## config.mk

```make
export PLATFORM = sky130hd
export DESIGN_NAME = cell_plotter
export DESIGN_NICKNAME = d
export VERILOG_FILES = /design/src/rtl/life_pkg.sv /design/src/rtl/cell_plotter_fifo.sv /design/src/rtl/cell_plotter.sv
export SDC_FILE = /design/constraint.sdc
export NUM_CORES = 1
export LEC_CHECK = 0
export BUFFER_PORTS_ARGS = -buffer_cell sky130_fd_sc_hd__buf_4
export CAP_MARGIN = 20
export CORE_MARGIN = 4
export CORE_UTILIZATION = 53
export CTS_BUF_LIST = sky130_fd_sc_hd__clkbuf_8
export DETAILED_ROUTE_END_ITERATION = 12
export PLACE_DENSITY = 0.7
export RECOVER_POWER = 25
export SETUP_SLACK_MARGIN = 0.5
export SYNTH_ARGS = -nofsm -noshare
export SYNTH_HDL_FRONTEND = slang
export SYNTH_SLANG_ARGS = --single-unit
```

## constraint.sdc

```tcl
create_clock -name clock -period 6.5 [get_ports clock]
set_input_delay 0 -clock clock [delete_from_list [all_inputs] [get_ports clock]]
set_output_delay 0 -clock clock [all_outputs]
set_load 0.02 [all_outputs]
```

## src/rtl/life_pkg.sv

```systemverilog
// Shared types and defaults for the Life simulation core and the display path.
package life_pkg;

    localparam int GRID_W_DEFAULT  = 4;
    localparam int GRID_H_DEFAULT  = 4;
    localparam int CELL_PX_DEFAULT = 4;

    localparam logic [2:0] COLOUR_ALIVE = 3'b111;
    localparam logic [2:0] COLOUR_DEAD  = 3'b000;

    typedef enum logic [1:0] {
        CLEAR = 2'd0,
        IDLE  = 2'd1,
        PAINT = 2'd2
    } plot_state_t;

    typedef struct packed {
        logic [7:0] x;
        logic [7:0] y;
        logic       alive;
    } cell_update_t;

endpackage

```

## src/rtl/cell_plotter_fifo.sv

```systemverilog
// Synchronous FIFO of cell updates; the head entry is presented combinationally.
module cell_fifo
    import life_pkg::*;
#(
    parameter int DEPTH = 4
) (
    input  logic                     clock,
    input  logic                     reset_n,
    input  logic                     push,
    input  logic                     pop,
    input  cell_update_t             din,
    output cell_update_t             dout,
    output logic [$clog2(DEPTH):0]   count,
    output logic                     full,
    output logic                     empty
);

    localparam int AW = $clog2(DEPTH);
    localparam logic [AW:0] FULL_CNT = (AW+1)'(DEPTH);

    if (DEPTH < 2 || (DEPTH & (DEPTH - 1)) != 0) begin : g_bad_depth
        $error("cell_fifo DEPTH must be a power of two, at least 2");
    end

    cell_update_t   mem [DEPTH];
    logic [AW-1:0]  wr_ptr;
    logic [AW-1:0]  rd_ptr;
    logic           do_push;
    logic           do_pop;

    assign full    = (count == FULL_CNT);
    assign empty   = (count == '0);
    assign do_push = push && !full;
    assign do_pop  = pop && !empty;
    assign dout    = mem[rd_ptr];

    always_ff @(posedge clock or negedge reset_n) begin
        if (!reset_n) begin
            wr_ptr <= '0;
            rd_ptr <= '0;
            count  <= '0;
        end else begin
            if (do_push) wr_ptr <= wr_ptr + 1'b1;
            if (do_pop)  rd_ptr <= rd_ptr + 1'b1;
            case ({do_push, do_pop})
                2'b10:   count <= count + 1'b1;
                2'b01:   count <= count - 1'b1;
                default: ;
            endcase
        end
    end

    // Storage carries no reset; only pointers and count define validity.
    always_ff @(posedge clock) begin
        if (do_push) mem[wr_ptr] <= din;
    end

endmodule

```

## src/rtl/cell_plotter.sv

```systemverilog
// Turns queued cell updates into CELL_PX x CELL_PX pixel writes for the 160x120 vga_adapter,
// and repaints the whole grid area dead after reset or on clear_req.
module cell_plotter
    import life_pkg::*;
#(
    parameter int         GRID_W       = GRID_W_DEFAULT,
    parameter int         GRID_H       = GRID_H_DEFAULT,
    parameter int         CELL_PX      = CELL_PX_DEFAULT,
    parameter int         ORIGIN_X     = 0,
    parameter int         ORIGIN_Y     = 0,
    parameter int         FIFO_DEPTH   = 4,
    parameter logic [2:0] ALIVE_COLOUR = COLOUR_ALIVE,
    parameter logic [2:0] DEAD_COLOUR  = COLOUR_DEAD
) (
    input  logic       clock,
    input  logic       reset_n,
    input  logic       in_valid,
    output logic       in_ready,
    input  logic [7:0] in_cell_x,
    input  logic [7:0] in_cell_y,
    input  logic       in_alive,
    input  logic       clear_req,
    output logic       busy,
    output logic       dropped,
    output logic [7:0] x,
    output logic [6:0] y,
    output logic [2:0] colour,
    output logic       plot
);

    localparam int         SH        = $clog2(CELL_PX);
    localparam int         CNT_W     = $clog2(FIFO_DEPTH) + 1;
    localparam logic [7:0] ORG_X     = 8'(ORIGIN_X);
    localparam logic [7:0] ORG_Y     = 8'(ORIGIN_Y);
    localparam logic [7:0] AREA_W_M1 = 8'(GRID_W * CELL_PX - 1);
    localparam logic [7:0] AREA_H_M1 = 8'(GRID_H * CELL_PX - 1);
    localparam logic [7:0] CELL_M1   = 8'(CELL_PX - 1);

    if (CELL_PX < 1 || CELL_PX > 8 || (CELL_PX & (CELL_PX - 1)) != 0) begin : g_bad_cell
        $error("CELL_PX must be a power of two in 1..8");
    end
    if (ORIGIN_X + GRID_W * CELL_PX > 160 || ORIGIN_Y + GRID_H * CELL_PX > 120) begin : g_bad_area
        $error("grid area does not fit inside the 160x120 frame");
    end

    plot_state_t  state;
    cell_update_t head;
    logic [CNT_W-1:0] count;
    logic         full;
    logic         empty;
    logic         push;
    logic         pop;
    logic         clear_pend;
    logic         in_range;
    logic [7:0]   px;
    logic [7:0]   py;
    logic [7:0]   lim_x;
    logic [7:0]   lim_y;
    logic [7:0]   base_x;
    logic [7:0]   base_y;
    logic [2:0]   paint_colour;

    assign in_ready = ~full;
    assign push     = in_valid && in_ready;
    assign pop      = (state == IDLE) && !clear_pend && !empty;
    assign busy     = (state != IDLE) || (count != '0);
    assign in_range = (head.x < 8'(GRID_W)) && (head.y < 8'(GRID_H));
    assign lim_x    = (state == CLEAR) ? AREA_W_M1 : CELL_M1;
    assign lim_y    = (state == CLEAR) ? AREA_H_M1 : CELL_M1;

    cell_fifo #(
        .DEPTH (FIFO_DEPTH)
    ) u_fifo (
        .clock   (clock),
        .reset_n (reset_n),
        .push    (push),
        .pop     (pop),
        .din     ({in_cell_x, in_cell_y, in_alive}),
        .dout    (head),
        .count   (count),
        .full    (full),
        .empty   (empty)
    );

    always_ff @(posedge clock or negedge reset_n) begin
        if (!reset_n) begin
            state        <= CLEAR;
            px           <= '0;
            py           <= '0;
            base_x       <= ORG_X;
            base_y       <= ORG_Y;
            paint_colour <= DEAD_COLOUR;
            clear_pend   <= 1'b0;
            x            <= '0;
            y            <= '0;
            colour       <= '0;
            plot         <= 1'b0;
            dropped      <= 1'b0;
        end else begin
            plot    <= 1'b0;
            dropped <= 1'b0;
            if (clear_req && state != CLEAR) clear_pend <= 1'b1;

            case (state)
                // CLEAR and PAINT share the sweep; only the base, extent and colour differ.
                CLEAR, PAINT: begin
                    plot   <= 1'b1;
                    x      <= base_x + px;
                    y      <= 7'(base_y + py);
                    colour <= paint_colour;
                    if (px == lim_x) begin
                        px <= '0;
                        if (py == lim_y) begin
                            py    <= '0;
                            state <= IDLE;
                        end else begin
                            py <= py + 1'b1;
                        end
                    end else begin
                        px <= px + 1'b1;
                    end
                end
                IDLE: begin
                    if (clear_pend) begin
                        clear_pend   <= 1'b0;
                        state        <= CLEAR;
                        base_x       <= ORG_X;
                        base_y       <= ORG_Y;
                        paint_colour <= DEAD_COLOUR;
                    end else if (!empty) begin
                        if (in_range) begin
                            state        <= PAINT;
                            base_x       <= ORG_X + (head.x << SH);
                            base_y       <= ORG_Y + (head.y << SH);
                            paint_colour <= head.alive ? ALIVE_COLOUR : DEAD_COLOUR;
                        end else begin
                            dropped <= 1'b1;
                        end
                    end
                end
                default: state <= IDLE;
            endcase
        end
    end

endmodule

```

# Word level (Yosys, flattened, before mapping)
# Memories as Yosys holds them, arrays and structs flattened.
# Cells that the tools add are included.
dict set report op_classes {
  bitwise 1
  mux 30
  n_eq_ne 13
  addsub 8
  reduce_logical 21
  magnitude_cmp 2
}
# cell n
set op_table {}
lappend op_table {{$mux 8} 5}
lappend op_table {{$mux 7} 3}
lappend op_table {{$add 8x1->8 const B} 2}
lappend op_table {{$eq 8x4->1} 2}
lappend op_table {{$lt 8x3->1 const B} 2}
lappend op_table {{$mux 3} 4}
lappend op_table {{$mux 1} 10}
lappend op_table {{$mux 2} 5}
lappend op_table {{$add 8x8->8} 1}
lappend op_table {{$add 7x7->7} 1}
lappend op_table {{$logic_and 1x1->1} 7}
lappend op_table {{$ne 3x3->1 const B} 2}
lappend op_table {{$pmux 3 s2} 1}
lappend op_table {{$reduce_bool 2->1} 3}
lappend op_table {{$add 2x1->2 const B} 2}
lappend op_table {{$eq 2x1->1 const B} 2}
lappend op_table {{$eq 2x2->1 const B} 2}
lappend op_table {{$mux 4} 1}
lappend op_table {{$ne 2x1->1 const B} 2}
lappend op_table {{$ne 2x2->1 const B} 2}
lappend op_table {{$pmux 2 s2} 1}
lappend op_table {{$reduce_and 4->1} 1}
lappend op_table {{$add 3x1->3 const B} 1}
lappend op_table {{$eq 3x3->1 const B} 1}
lappend op_table {{other kinds (10)} 12}
dict set report word_totals {
  output_inout_bits 22
  wordCells 91
  register_bits 64
  mem_count 1
  input_bits 21
  ramBits 68
}
# name depth width read_ports rd_clocked_by_memory_dff write_ports line
set memory_table {}
lappend memory_table {u_fifo.mem 4 17 1 0 1 cell_plotter_fifo.sv:25} ;# cell_update_t mem [DEPTH];

# Longest topological paths before layout
# An unclocked memory read counts as a cell.
dict set report depth {
  word_depth 7
  depth_mapped 10
}

# Modules after synthesis
# Synthesis repeated with hierarchy kept, for this count alone.
dict set report hier_totals {
  cells_unflattened 331
  area_unflattened_um2 5236.3
}
# module area_each_um2 n_inst cells_per_inst seq_area_each_um2
set modules_own_cells {}
lappend modules_own_cells {cell_fifo 2884.0 1 127 2217.1}
lappend modules_own_cells {cell_plotter 2352.3 1 204 1226.2}

# Worst setup path after synthesis
# No wires, ideal clock.
dict set report synth_timing {
  kind {reg-to-reg}
  from {reg state[0]}
  to {reg u_fifo.count[2]}
  setup_time_ns 0.079
  n_path_buf 1
  synth_period_minus_slack_ns 2.241
  arrival_time_ns 2.161
  slack_ns 4.259
  required_ns 6.421
  stages_incl_launch_ff 10
  path_cell_list {dfrtp_1 > clkbuf_1 > nand2b_1 > nor3_1 > ha_1 > inv_1 > fa_1 > xor2_1 > nor2_1 > xor2_1}
}
dict set report synth_between {
  elab_chain_len 6
}
# element line
set synth_rtl {}
lappend synth_rtl {{from (decl)} cell_plotter.sv:46} ;# plot_state_t state;
lappend synth_rtl {{from (signal assigned)} cell_plotter.sv:87} ;# state <= CLEAR;
lappend synth_rtl {{from (signal assigned)} cell_plotter.sv:115} ;# state <= IDLE;
lappend synth_rtl {{from (signal assigned)} cell_plotter.sv:126} ;# state <= CLEAR;
lappend synth_rtl {{$eq 2x1->1 *} cell_plotter.sv:65} ;# assign pop = (state == IDLE) && !clear_pend && !empty;
lappend synth_rtl {{$logic_and 1x1->1 * (2 in a row)} cell_plotter.sv:65}
lappend synth_rtl {{$logic_and 1x1->1 *} cell_plotter_fifo.sv:34} ;# assign do_pop = pop && !empty;
lappend synth_rtl {{net u_fifo.do_pop} cell_plotter_fifo.sv:29} ;# logic do_pop;
lappend synth_rtl {{$eq 2x1->1 / $eq 2x2->1 (equally long branches)} cell_plotter_fifo.sv:45} ;# case ({do_push, do_pop})
lappend synth_rtl {{$pmux 3 s2 / $reduce_bool 2->1 (equally long branches)} n/a}
lappend synth_rtl {{to (signal assigned)} cell_plotter_fifo.sv:46} ;# 2'b10: count <= count + 1'b1;
lappend synth_rtl {{to (signal assigned)} cell_plotter_fifo.sv:47} ;# 2'b01: count <= count - 1'b1;
lappend synth_rtl {{to (decl)} cell_plotter_fifo.sv:13} ;# output logic [$clog2(DEPTH):0] count,
# Mark *: on every way through the listed nets, which the timed path passes. The rest lies on a longest branch.
# A chain may end at the register's enable or synchronous reset.

# Worst setup path in the final report
dict set report layout_timing {
  from {reg state[1]}
  to {reg u_fifo.count[2]}
}
# Same word-level chain as after synthesis.

==> summary.md <==
| Metric | Value |
|---|---|
| Mux contribution to synthesized area | 0.0433 |
| Reg-to-reg slack, setup | ~4100 ps |
| Post-synthesis xor/xnor area fraction | 0.0356 |
| Core outline area | 9370 um^2 |
| Syn-to-layout area delta | 18.0% |
| Asr flop ratio synth | 0.452 |
| Post-synth EDFFs | 68 |
| Post-Synth Adder-Cell Area | 0.0503 |
| WP buf/inv | 1 |
| Clock power share | 0.341 |
| FMAX | 410 MHz |
| FF-to-FF Start | state[1] |
| Synth Cell Area | 5170 um^2 |
| Switching pwr | 458 uW |
| Synth top area cells | edfxtp_1 (39%), dfrtp_1 (27%), ha_1 (3.9%), nand2_1 (2.4%), mux4_2 (2.2%) |
| Pint | 1260 uW |
| Layout cells sized above 1 | 0.164 |
| WS Path Type | flop to flop |
| Die ar. | 11400 um^2 |
| Comb pwr share | 0.094 |
| R2R cell count | 8 |
| DRT Pass-1 Iters | 4 |
| Crit path DAT | 2780 ps |
| TNS Setup | 0 ps |
| Tmin final | about 2400 ps |
| Synth Flop Type | edfxtp_1 |
| Skew final | between 10 and 15 ps |
| Nets | 478 |
| CP Cell Sequence | nand2b_1 -> nor3_1 -> ha_1 -> inv_1 -> fa_1 -> xor2_1 -> nor2_1 -> xor2_1 |
| Synth Area in Compound Gates | 0.0883 |
| # IOs | 43 |
| Post-synth top area share | 0.395 |
| Main combinational cell family by area after synthesis | simple AND/OR/NAND/NOR gates |
| Sequential element share of the synthesized area | 0.666 |
| Worst Tran Pin Value | roughly 870 ps |
| Yosys reg bits | 124 |
| Worst Hold Class | input port to asynchronous set/reset pin |
| Synth area leader | edfxtp_1 |
| First-pass GRT wire length | between 10000 and 15000 um |
| Syn nets | around 400 |
| CP delay by family, top | simple AND/OR/NAND/NOR gates |
| Routed Antenna Nets | 0 |
| Slew HR | 0.417 |
| Simple-Gate Fraction of Synth Area | 0.0968 |
| DRT iter0 DRCs | 93 |
| Worst-path maximum fanout | 7 |
| CTS max path bufs | 2 |
| Fin. Hold Viols | 0 |
| Rows | 35 |
| CP endpoint kind | flop |
| Worst slack at placement | around 4100 ps |
| Setup Buffers After CTS | 0 |
| DR vias | roughly 3200 |
| Die width | around 110 um |
| Switch share | 0.266 |
| Vias in the first global route | 3173 |
| Root Driver | clkbuf_8 |
| CTS tree | built |
| Mapped Cells | roughly 360 |
| Initial Util | 0.552 |
| RSZ-0062 raised after global routing | false |
| Max-Cap Viols | 0 |
| Syn. warnings | 0 |
| Final Setup Violations | 0 |
| Vert. Die Dim | 107 um |
| Synth cell types | 49 |
| CTS sink cnt | approximately 120 |
| PnR worst setup slack | 4060 ps |
| Mapped Avg Cell Area | 14.2 um^2 |
| Port bufs | 42 |
| R2r endpoint | u_fifo.count[2] |
| Dpl hpwl | ~6100 um |
| GRT Total Usage | 0.171 |
| Pin count of the biggest net entering global routing | 57 |
| Worst-Skew Late Latency | 420 ps |
| Most frequent cell after synthesis | edfxtp_1 |
| Synth top cells by count | edfxtp_1 (68), dfrtp_1 (56), nand2_1 (33) |
| Sequential Power Share | 0.565 |
| Clk slew on worst S/H paths | 80 ps |
| DRC viols | 0 |
| H-tree levels | 4 |
| WL per Instance | ~16 um |
| CP startpoint kind | flop |
| Final Cycle Share | 0.375 |
| Delay of the slowest cell on the worst path | 460 ps |
| GP Congestion | 0.795 |
| # diodes | 0 |
| Avg Vias per Cell | 5.43 |
| CP max stage cell | nor3_1 |
| WL final | between 9000 and 10000 um |
| GR Overflow Total | 0 |
| Status | complete, no violations |
| Pins Over Slew Limit | 0 |
| WP data required | 6840 ps |
| TritonCTS Buffers | 17 |
| Lkg Pwr | 0.00246 uW |
| Pwr per Cell Area | around 280 nW/um^2 |
| Peak supply drop | 249 uV |
| Most Frequent Cell on Critical Path | xor2_1 |
| Initial antenna violation count | 0 |
[power by group through the flow]
stage | logic [uW] | clock network, uW | registers, uW
after floorplan | 103 | 0 | 977
after global placement | 157 | 0 | 985
after detailed placement | 163 | 0 | 988
after CTS | 172 | 603 | 972
after global routing | 187 | 640 | 979
final | 162 | 587 | 972
[layout make-up]
class                   instances  area [um^2]
fillers                       746         3270
multi-input cells             215         1630
well taps                     129          161
inverters                      17         63.8
repair buffers                 63          459
clock inverters                15          116
flip-flops and latches        124         3440
clock buffers                  17          234
[worst reg2reg max path: stages, from the launching register on]
cell and delay (ps):
dfrtp_1 440, nand2b_1 250, nor3_1 460, ha_1 280, inv_1 60, fa_1 400
xor2_1 180, nor2_1 120, xor2_1 160
[registers in the layout, summed over array words and instances, names as in the netlist]
register and count:
clear_pend 1, u_fifo.rd_ptr 2, u_fifo.wr_ptr 2, py 8
u_fifo.mem 68, paint_colour 1, px 8, base_x 6
state 2, colour 1, u_fifo.count 3, x 8
y 7, dropped 1, base_y 5, plot 1
[worst max-delay path by stage]
stage / start / end / slack (ps) / cells after the start
2_1_floorplan: state[0] / u_fifo.count[2] / 4260 / 9
3_3_place_gp: state[1] / u_fifo.count[2] / 4240 / 8
3_5_place_dp: state[1] / u_fifo.count[2] / 4050 / 8
4_1_cts: state[1] / u_fifo.count[2] / 4020 / 8
5_1_grt: state[1] / u_fifo.count[2] / 3800 / 8
6_report: state[1] / u_fifo.count[2] / 4060 / 8
[stage by stage]
step                      instances  utilization  hold WS (ps)  instance area [um^2]  total power (uW)
final                           580        0.651           168                  6100              1720
after global routing            580        0.651           226                  6100              1810
after CTS                       580        0.658           177                  6170              1750
after detailed placement        528        0.599          98.3                  5620              1150
after global placement          528        0.599          86.9                  5620              1140
after floorplan                 364            -          -296                  5170              1080
[repair_timing]
item	CTS	global route
hold buffers	20	0
resized for setup	0	0
hold endpoints to repair	127	0
[placed cells by master, fill, tap and decap left out, drive strengths merged, types with 6 or more instances in the layout]
cell type / count
edfxtp: 68
dfrtp: 56
clkbuf: 34
nand2: 33
buf: 26
inv: 22
dlygate4sd3: 20
ha: 16
o21ai: 14
nor2: 12
xor2: 12
or4: 10
xnor2: 9
mux2: 9
a21boi: 8
nor3: 7
and3: 7
nand3: 6
a21oi: 6
a21o: 6
clkinvlp: 6
[cell families (layout without fill, tap and decap cells)]
| group | Yosys count | count (layout) |
|---|---|---|
| AOI/OAI and AO/OA | 63 | 63 |
| xor gates and xnor gates | 21 | 21 |
| adders and majority gates | 19 | 19 |
| buffers and inverters | 25 | 112 |
| DFF | 124 | 124 |
| muxes | 15 | 15 |
| and+or+nand+nor | 97 | 97 |
[per-layer routing]
layer | global-route usage | wire length, um | part of all wire | up-vias
li1 | - | - | - | 1515
met1 | 0.204 | 3800 | 0.42 | 1561
met2 | 0.292 | 4720 | 0.52 | 57
met3 | 0.0355 | 307 | 0.034 | 18
met4 | 0.0895 | 178 | 0.020 | 0
met5 | 0 | 0 | 0 | -
(Power assumes the default switching activity.)
